[src/rtl/snn_interfaces_pkg.sv]
// Shared SNN interface types. Event geometry and FIFO defaults used by
// the event capture path and the convolution stage that consumes it.
package snn_interfaces_pkg;

  localparam int DEFAULT_COORD_BITS       = 4;
  localparam int DEFAULT_IN_CHANNELS      = 4;
  localparam int DEFAULT_IMG_WIDTH        = 8;
  localparam int DEFAULT_IMG_HEIGHT       = 8;
  localparam int DEFAULT_EVENT_FIFO_DEPTH = 16;

  typedef logic [DEFAULT_IN_CHANNELS-1:0] spike_vector_t;

  typedef struct packed {
    logic [DEFAULT_COORD_BITS-1:0] x;
    logic [DEFAULT_COORD_BITS-1:0] y;
  } vec2_t;

  // One spike event: position followed by the per-channel spike vector.
  typedef struct packed {
    vec2_t         pos;
    spike_vector_t spikes;
  } output_vector_t;

endpackage

[src/rtl/event_fifo_mem.sv]
// Event storage for event_capture_fifo: one synchronous write port and
// one asynchronous (combinational) read port.
module event_fifo_mem
  import snn_interfaces_pkg::*;
#(
  parameter int DEPTH = DEFAULT_EVENT_FIFO_DEPTH,
  localparam int ADDR_BITS = $clog2(DEPTH)
) (
  input  logic                 clk,
  input  logic                 we,
  input  logic [ADDR_BITS-1:0] waddr,
  input  output_vector_t       wdata,
  input  logic [ADDR_BITS-1:0] raddr,
  output output_vector_t       rdata
);

  output_vector_t mem [DEPTH];

  // Write port: store one entry per cycle when enabled.
  // NOTE: the array has no reset; validity is tracked by the owner's
  // count, so resetting storage would only cost a wide reset fan-out.
  always_ff @(posedge clk) begin
    if (we) mem[waddr] <= wdata;
  end

  assign rdata = mem[raddr];

endmodule

[src/rtl/event_capture_fifo.sv]
// Event capture FIFO: filters malformed spike events, buffers the rest and
// presents them first-word-fall-through to the convolution stage.
// Optional feature: define EVENT_CAPTURE_MERGE_EN to OR spikes of a push
// into the tail entry when it hits the same (x, y) and count >= 2.
// COORD_BITS / IN_CHANNELS must match the widths of output_vector_t.
module event_capture_fifo
  import snn_interfaces_pkg::*;
#(
  parameter int COORD_BITS  = DEFAULT_COORD_BITS,
  parameter int IN_CHANNELS = DEFAULT_IN_CHANNELS,
  parameter int IMG_WIDTH   = DEFAULT_IMG_WIDTH,
  parameter int IMG_HEIGHT  = DEFAULT_IMG_HEIGHT,
  parameter int FIFO_DEPTH  = DEFAULT_EVENT_FIFO_DEPTH
) (
  input  logic                        clk,
  input  logic                        rst_n,
  input  logic [COORD_BITS-1:0]       in_x,
  input  logic [COORD_BITS-1:0]       in_y,
  input  logic [IN_CHANNELS-1:0]      in_spikes,
  input  logic                        in_valid,
  output logic                        in_ready,
  input  logic                        flush,
  output output_vector_t              event_out,
  output logic                        event_valid,
  input  logic                        event_ack,
  output logic [$clog2(FIFO_DEPTH):0] fifo_count,
  output logic [15:0]                 drop_count
);

  localparam int PTR_BITS = $clog2(FIFO_DEPTH);
  localparam int CNT_BITS = PTR_BITS + 1;

  logic [PTR_BITS-1:0] wr_ptr, rd_ptr, wr_next, rd_next, wr_addr;
  logic [CNT_BITS-1:0] count, count_next;
  output_vector_t      in_event, wr_data, head_data;
  logic                malformed, full, merge_hit, accept;
  logic                do_write, push_new, do_pop, drop_inc;

  assign in_event  = '{pos: '{x: in_x, y: in_y}, spikes: in_spikes};
  assign malformed = (in_spikes == '0) || (int'(in_x) >= IMG_WIDTH) ||
                     (int'(in_y) >= IMG_HEIGHT);
  assign full      = (count == CNT_BITS'(FIFO_DEPTH));

`ifdef EVENT_CAPTURE_MERGE_EN
  output_vector_t tail;

  // A merge never touches the head because it needs at least two entries.
  assign merge_hit = in_valid && !malformed && (count >= CNT_BITS'(2)) &&
                     (in_event.pos == tail.pos);
  assign in_ready  = !full || merge_hit;
  assign wr_data   = merge_hit ? '{pos: tail.pos, spikes: tail.spikes | in_spikes}
                               : in_event;

  // Shadow copy of the most recently written entry, used for merge compares.
  always_ff @(posedge clk or negedge rst_n) begin
    if (!rst_n)        tail <= '0;
    else if (do_write) tail <= wr_data;
  end
`else
  assign merge_hit = 1'b0;
  assign in_ready  = !full;
  assign wr_data   = in_event;
`endif

  assign accept   = in_valid && in_ready;
  assign do_write = accept && !malformed && !flush;
  assign push_new = do_write && !merge_hit;
  assign do_pop   = event_ack && event_valid && !flush;
  assign drop_inc = accept && malformed && !flush;
  assign wr_addr  = merge_hit ? wr_ptr - PTR_BITS'(1) : wr_ptr;

  // Next pointer/count values; flush wins over any push or pop.
  // NOTE: every output gets a default first so no path leaves it unassigned,
  // which would otherwise infer a latch.
  always_comb begin
    wr_next    = wr_ptr;
    rd_next    = rd_ptr;
    count_next = count;
    if (flush) begin
      wr_next    = '0;
      rd_next    = '0;
      count_next = '0;
    end else begin
      if (push_new) wr_next = wr_ptr + PTR_BITS'(1);
      if (do_pop)   rd_next = rd_ptr + PTR_BITS'(1);
      if (push_new && !do_pop)      count_next = count + CNT_BITS'(1);
      else if (!push_new && do_pop) count_next = count - CNT_BITS'(1);
    end
  end

  // Pointer and occupancy registers.
  // NOTE: non-blocking assignments keep every register updating from the
  // same pre-edge values, independent of statement order.
  always_ff @(posedge clk or negedge rst_n) begin
    if (!rst_n) begin
      wr_ptr <= '0;
      rd_ptr <= '0;
      count  <= '0;
    end else begin
      wr_ptr <= wr_next;
      rd_ptr <= rd_next;
      count  <= count_next;
    end
  end

  // Saturating count of discarded events; survives flush.
  always_ff @(posedge clk or negedge rst_n) begin
    if (!rst_n)                                  drop_count <= '0;
    else if (drop_inc && drop_count != 16'hFFFF) drop_count <= drop_count + 16'd1;
  end

  event_fifo_mem #(.DEPTH(FIFO_DEPTH)) u_mem (
    .clk   (clk),
    .we    (do_write),
    .waddr (wr_addr),
    .wdata (wr_data),
    .raddr (rd_ptr),
    .rdata (head_data)
  );

  assign event_valid = (count != '0);
  assign event_out   = event_valid ? head_data : '0;
  assign fifo_count  = count;

endmodule

[config.mk]
export PLATFORM = sky130hd
export DESIGN_NAME = event_capture_fifo
export DESIGN_NICKNAME = d
export VERILOG_FILES = /design/src/rtl/snn_interfaces_pkg.sv /design/src/rtl/event_fifo_mem.sv /design/src/rtl/event_capture_fifo.sv
export SDC_FILE = /design/constraint.sdc
export NUM_CORES = 1
export LEC_CHECK = 0
export BUFFER_PORTS_ARGS = -buffer_cell sky130_fd_sc_hd__buf_2
export CORE_UTILIZATION = 30
export DETAILED_ROUTE_END_ITERATION = 8
export PLACE_DENSITY_LB_ADDON = 0.1
export SLEW_MARGIN = 15
export SYNTH_ARGS = -nofsm -noshare
export SYNTH_HDL_FRONTEND = slang
export SYNTH_SLANG_ARGS = --single-unit
[constraint.sdc]
create_clock -name clk -period 4.1 [get_ports clk]
set_input_delay 0.41 -clock clk [delete_from_list [all_inputs] [get_ports clk]]
set_output_delay 0.41 -clock clk [all_outputs]
set_load 0.01 [all_outputs]
## Word-level counts from Yosys, hierarchy flattened

Memories as Yosys holds them, arrays and structs flattened.
Cells that the tools add are included.
Widths: inputs -> output; s select.

| cells by class | value |
|---|---|
| equality and inequality tests | 2 |
| reductions and logical operators | 22 |
| order comparisons | 2 |
| multiplexer cells | 10 |
| add/sub/neg operators | 5 |

Operator list:

| operator | count |
|---|---|
| $add 16x1->16 const B | 1 |
| $mux 4 | 4 |
| $ne 16x16->1 const B | 1 |
| $mux 5 | 3 |
| $mux 12 | 1 |
| $logic_and 1x1->1 | 10 |
| $add 4x1->4 const B | 2 |
| $ge 4x4->1 const B | 2 |
| $add 5x1->5 const B | 1 |
| $eq 5x5->1 const B | 1 |
| $logic_not 1->1 | 5 |
| $reduce_bool 5->1 | 1 |
| $sub 5x1->5 const B | 1 |
| $logic_not 4->1 | 1 |
| $reduce_bool 2->1 | 2 |
| $reduce_bool 3->1 | 1 |
| $logic_or 1x1->1 | 2 |
| $mux 1 | 2 |

| storage, ports and cells | value |
|---|---|
| input port bits | 17 |
| RAM bits | 192 |
| output and inout port bits | 35 |
| flip-flop bits (word level) | 29 |
| memories kept | 1 |

Memory list:

| name | words | width | read ports | clocked after memory_dff | wr ports | RTL line | source |
|---|---|---|---|---|---|---|---|
| u_mem.mem | 16 | 12 | 1 | 0 | 1 | event_fifo_mem.sv:17 | `output_vector_t mem [DEPTH];` |

## Longest topological paths before layout

| logic depth | value |
|---|---|
| depth in word-level cells | 11 |
| depth in mapped cells | 10 |
| gate-level depth less buffers | 10 |

## Modules after synthesis

A second synthesis with hierarchy kept.

| unflattened totals | value |
|---|---|
| cells, all modules | 485 |
| area, all modules | 9,038.7 µm² |

By module, submodules not included:

| module | seq. area each (µm²) | area an instance (µm²) | cells each | times used |
|---|---|---|---|---|
| event_fifo_mem | 5,765.5 | 7,359.6 | 317 | 1 |
| event_capture_fifo | 725.7 | 1,679.1 | 168 | 1 |

## Least setup slack after synthesis

OpenSTA, ideal clock, no wires.

| path | value |
|---|---|
| path type | input -> register |
| start point | input port in_x[3] |
| end point | register count[4] (netlist: fifo_count[4]) |
| data required time | 4.012 ns |
| arrival time | 2.644 ns |
| stages on the path | 10 |
| slack | 1.368 ns |
| setup time | 0.088 ns |
| path through | or3b_1 > a211oi_2 > buf_2 > nand2_1 > fa_1 > a21o_1 > a21o_1 > and3_1 > o21ai_0 > nor3b_1 |

| between the ends | value |
|---|---|
| cells in the longest elaborated chain, start to end | 9 |
| elaborated cells on any way between the ends | 12 |
| classes of those cells | order compare: 1; mux: 2; reduce/logical: 9 |

Ends and longest elaborated chain:

| item | RTL line | source |
|---|---|---|
| from (decl) | event_capture_fifo.sv:17 | `input logic [COORD_BITS-1:0] in_x,` |
| $ge 4x4->1 (*) | event_capture_fifo.sv:40 | `assign malformed = (in_spikes == '0) \|\| (int'(in_x) >= IMG_WIDTH) \|\|` |
| $logic_or 1x1->1 (*) (2 in a row) | event_capture_fifo.sv:40 |  |
| $logic_not 1->1 (*) | event_capture_fifo.sv:66 | `assign do_write = accept && !malformed && !flush;` |
| $logic_and 1x1->1 (*) (2 in a row) | event_capture_fifo.sv:66 |  |
| $logic_and 1x1->1 / $logic_not 1->1 (equally long branches) | event_capture_fifo.sv:86, event_capture_fifo.sv:87 |  |
| $mux 5 / $logic_and 1x1->1 (equally long branches) | event_capture_fifo.sv:86, event_capture_fifo.sv:87 |  |
| $mux 5 / $reduce_bool 3->1 (equally long branches) | -- |  |
| to (signal assigned) | event_capture_fifo.sv:102 | `count <= count_next;` |
| to (decl) | event_capture_fifo.sv:34 | `logic [CNT_BITS-1:0] count, count_next;` |

Every way passes the cells marked *; elsewhere a longest branch is shown, timed or not.
A chain may end at the register's enable or synchronous reset.

==> results.sh <==
export IMPL_cts_resized=0
export IMPL_htreeDepth=1
export IMPL_worst_slew_margin_rel_pct=40.3
export IMPL_p_total_mw=6.19
export IMPL_area_growth_syn_to_layout_pct=18.6
export IMPL_ys_types=42
export IMPL_place_ws_ps=1100
export IMPL_synth_yosys_warnings=0
export IMPL_fillers=2722
export IMPL_worstHoldPathType="in2reg"
export IMPL_finalWirelength_um=21700
export IMPL_finalClockSkew_ps=7.98
export IMPL_cts_buffer_depth=3
export IMPL_drcViolationCount=0
export IMPL_worstMarginPinSlew_ps=896
export IMPL_diodes=0
export IMPL_yosysTopAreaCellShare_pct=64.2
export IMPL_ant_nets=0
export IMPL_syn_nets=509
export IMPL_clock_latency_ps=520
export IMPL_die_area_mm2=0.0306
export IMPL_drtIter0Drc=233
export IMPL_coreArea_mm2=0.0291
export IMPL_path_clk_slew_ps=60
export IMPL_p_leak_nw=3.54
export IMPL_start_util_pct=30.9
export IMPL_path_cells="nor4_2 -> nand2_1 -> nand2b_1 -> o22ai_1 -> buf_2"
export IMPL_syn_area_mm2=0.00898
export IMPL_cts_tree="built"
export IMPL_worstPathArrival_ps=2910
export IMPL_first_pass_iters=6
export IMPL_fin_crit_ps=3320
export IMPL_cts_hold_fix_buffers=1
export IMPL_routedWlPerCell_um=22.4
export IMPL_crit_type="reg2out"
export IMPL_ir_drop_v=0.000329
export IMPL_yosys_area_top_type="edfxtp_1"
export IMPL_root_buffer="clkbuf_16"
export IMPL_grt_ovfl_total=0
export IMPL_max_cap_violations=0
export IMPL_seq_area_frac_synth_pct=72.3
export IMPL_layout_common_cells="edfxtp_1 (192), buf_2 (51), mux4_2 (48), nor2_1 (37)"
export IMPL_drive_gt1_share_pct=29.6
export IMPL_io_pins=52
export IMPL_antenna_found_initial=0
export IMPL_ys_seq_elements=221
export IMPL_via_count=4703
export IMPL_status="complete, no violations"
export IMPL_die_width_um=175
export IMPL_postCtsSetupBuffers=0
export IMPL_die_y_um=175
export IMPL_netlist_top_cells_area="edfxtp_1 (64%), mux4_2 (12%), dfrtp_1 (8.1%), mux2i_1 (2.9%), nor2_1 (1.5%)"
export IMPL_setup_violations_final=0
export IMPL_finalCritPeriodShare_pct=80.9
export IMPL_layout_commonest_cell="edfxtp_1"
export IMPL_cts_sinks=221
export IMPL_slew_violations=0
export IMPL_nets=596
export IMPL_numCtsBuffers=26
export IMPL_grt_usage_pct=14.5
export IMPL_end_kind="output pin"
export IMPL_final_util_pct=36.6
export IMPL_finalHoldViolCount=0
export IMPL_grt_pass1_wl_um=32200
export IMPL_fin_ws_ps=783
export IMPL_path_max_fanout=12
export IMPL_required_ps=3690
export IMPL_row_count=62
export IMPL_grt_max_degree=31
export IMPL_place_congestion=0.769
export IMPL_grt_pass1_vias=4922
export IMPL_fin_setup_tns_ps=0
export IMPL_critPathSlowestCell="nand2b_1"
export IMPL_viasPerCell=4.84
export IMPL_fmax_mhz=301
export IMPL_p_per_area_mw_per_mm2=581
export IMPL_cpPeakStageDelay_ps=670
export IMPL_syn_area_per_cell_um2=18.7
export IMPL_port_buffers=51
export IMPL_start_kind="flip-flop"
export IMPL_syn_instance_count=481
export IMPL_hpwlAfterDp_um=13400
export IMPL_rsz0062_at_grt="no"
==> stage by stage <==
stage | hold WS, ps | instances | instance area (um2)
final | 274 | 971 | 10700
after CTS | 251 | 971 | 10700
after detailed placement | 486 | 923 | 9850
after global routing | 273 | 971 | 10700
after global placement | 483 | 923 | 9850
after floorplan | 114 | 481 | 8980
==> sequential cells by signal, summed over array words and instances (netlist names) <==
signal,flops
drop_count,16
wr_addr,4
fifo_count,5
u_mem.mem,192
rd_ptr,4
==> cells in the mapped netlist <==
library cell and n:
fa_1 1, nand4_1 8, or3b_1 1, a21oi_1 3, mux2_2 3, nand2b_1 2
o21ai_0 2, and3_1 2, and2_1 1, nor3b_1 1, o22ai_1 12, or3_1 2
ha_1 10, o21ai_1 1, nor4_4 1, xnor2_1 11, o21ai_2 1, mux2i_1 26
dfrtp_1 29, mux4_2 48, nor3_1 3, nor4_1 4, clkbuf_1 11, a21o_1 2
edfxtp_1 192, a211oi_1 1, xor2_1 9, a211oi_2 1, o32ai_2 1, nand2_1 25
a21boi_0 1, xnor2_2 1, or2_2 1, inv_1 4, nor4_2 1, buf_2 7
nand3b_1 1, or4_1 2, nor3_2 2, buf_1 3, nor2_1 37, nand3_1 7
==> report_power, final <==
part / leakage, nW / switching, mW / total, mW / internal, mW
clock: 0.386 / 0.866 / 2.13 / 1.26
combinational: 1.04 / 0.676 / 1.36 / 0.679
sequential: 2.11 / 0.197 / 2.70 / 2.51
total: 3.54 / 1.74 / 6.19 / 4.45
==> layout make-up <==
cell class                      count  area, um2  area share (%)
Sequential cell                   221       6500            61.0
Multi-Input combinational cell    235       2380            22.4
Clock buffer                       35        706            6.63
Timing Repair Buffer               80        488            4.58
Tap cell                          384        480            4.51
Clock inverter                     12       81.3           0.764
Inverter                            4       15.0           0.141
==> final timing paths <==
check	start	endpoint	cells after the start	slack [ps]
max in group asynchronous	rst_n	rd_ptr[0]	2	3110
min	flush	fifo_count[1]	2	270
max reg2reg	fifo_count[0]	fifo_count[4]	10	1050
max	fifo_count[0]	event_out[10]	5	780
min in group asynchronous	rst_n	fifo_count[3]	2	460
min reg2reg	drop_count[10]	drop_count[10]	1	500
==> logic make-up (layout without fill, tap and decap cells) <==
kind of cell               count (synthesis)  after routing  share of synthesized area [%]
AOI/OAI and AO/OA                         25             25                           1.92
and+or+nand+nor                          101            101                           5.57
buffers and inverters                     25            131                           1.14
DFF                                      221            221                           72.3
muxes                                     77             77                           15.3
adders and majority gates                 11             11                           1.62
xor gates and xnor gates                  21             21                           2.13
==> worst max-delay path, delay by kind of cell (launching register included) <==
kind                   cells  cell delay [ps]
flip-flops                 1              450
buffers and inverters      1              230
AO/OA/AOI/OAI              1              310
AND/OR/NAND/NOR            3             1390
==> per-layer routing <==
layer / track usage [%] / part of all wire [%] / vias to the layer above
li1: - / - / 2099
met1: 20.2 / 46 / 2469
met2: 23.6 / 48 / 104
met3: 2.31 / 4.2 / 31
met4: 3.48 / 1.5 / 0
met5: 0 / 0 / -
No activity file was read; power rests on OpenSTA's default activity.
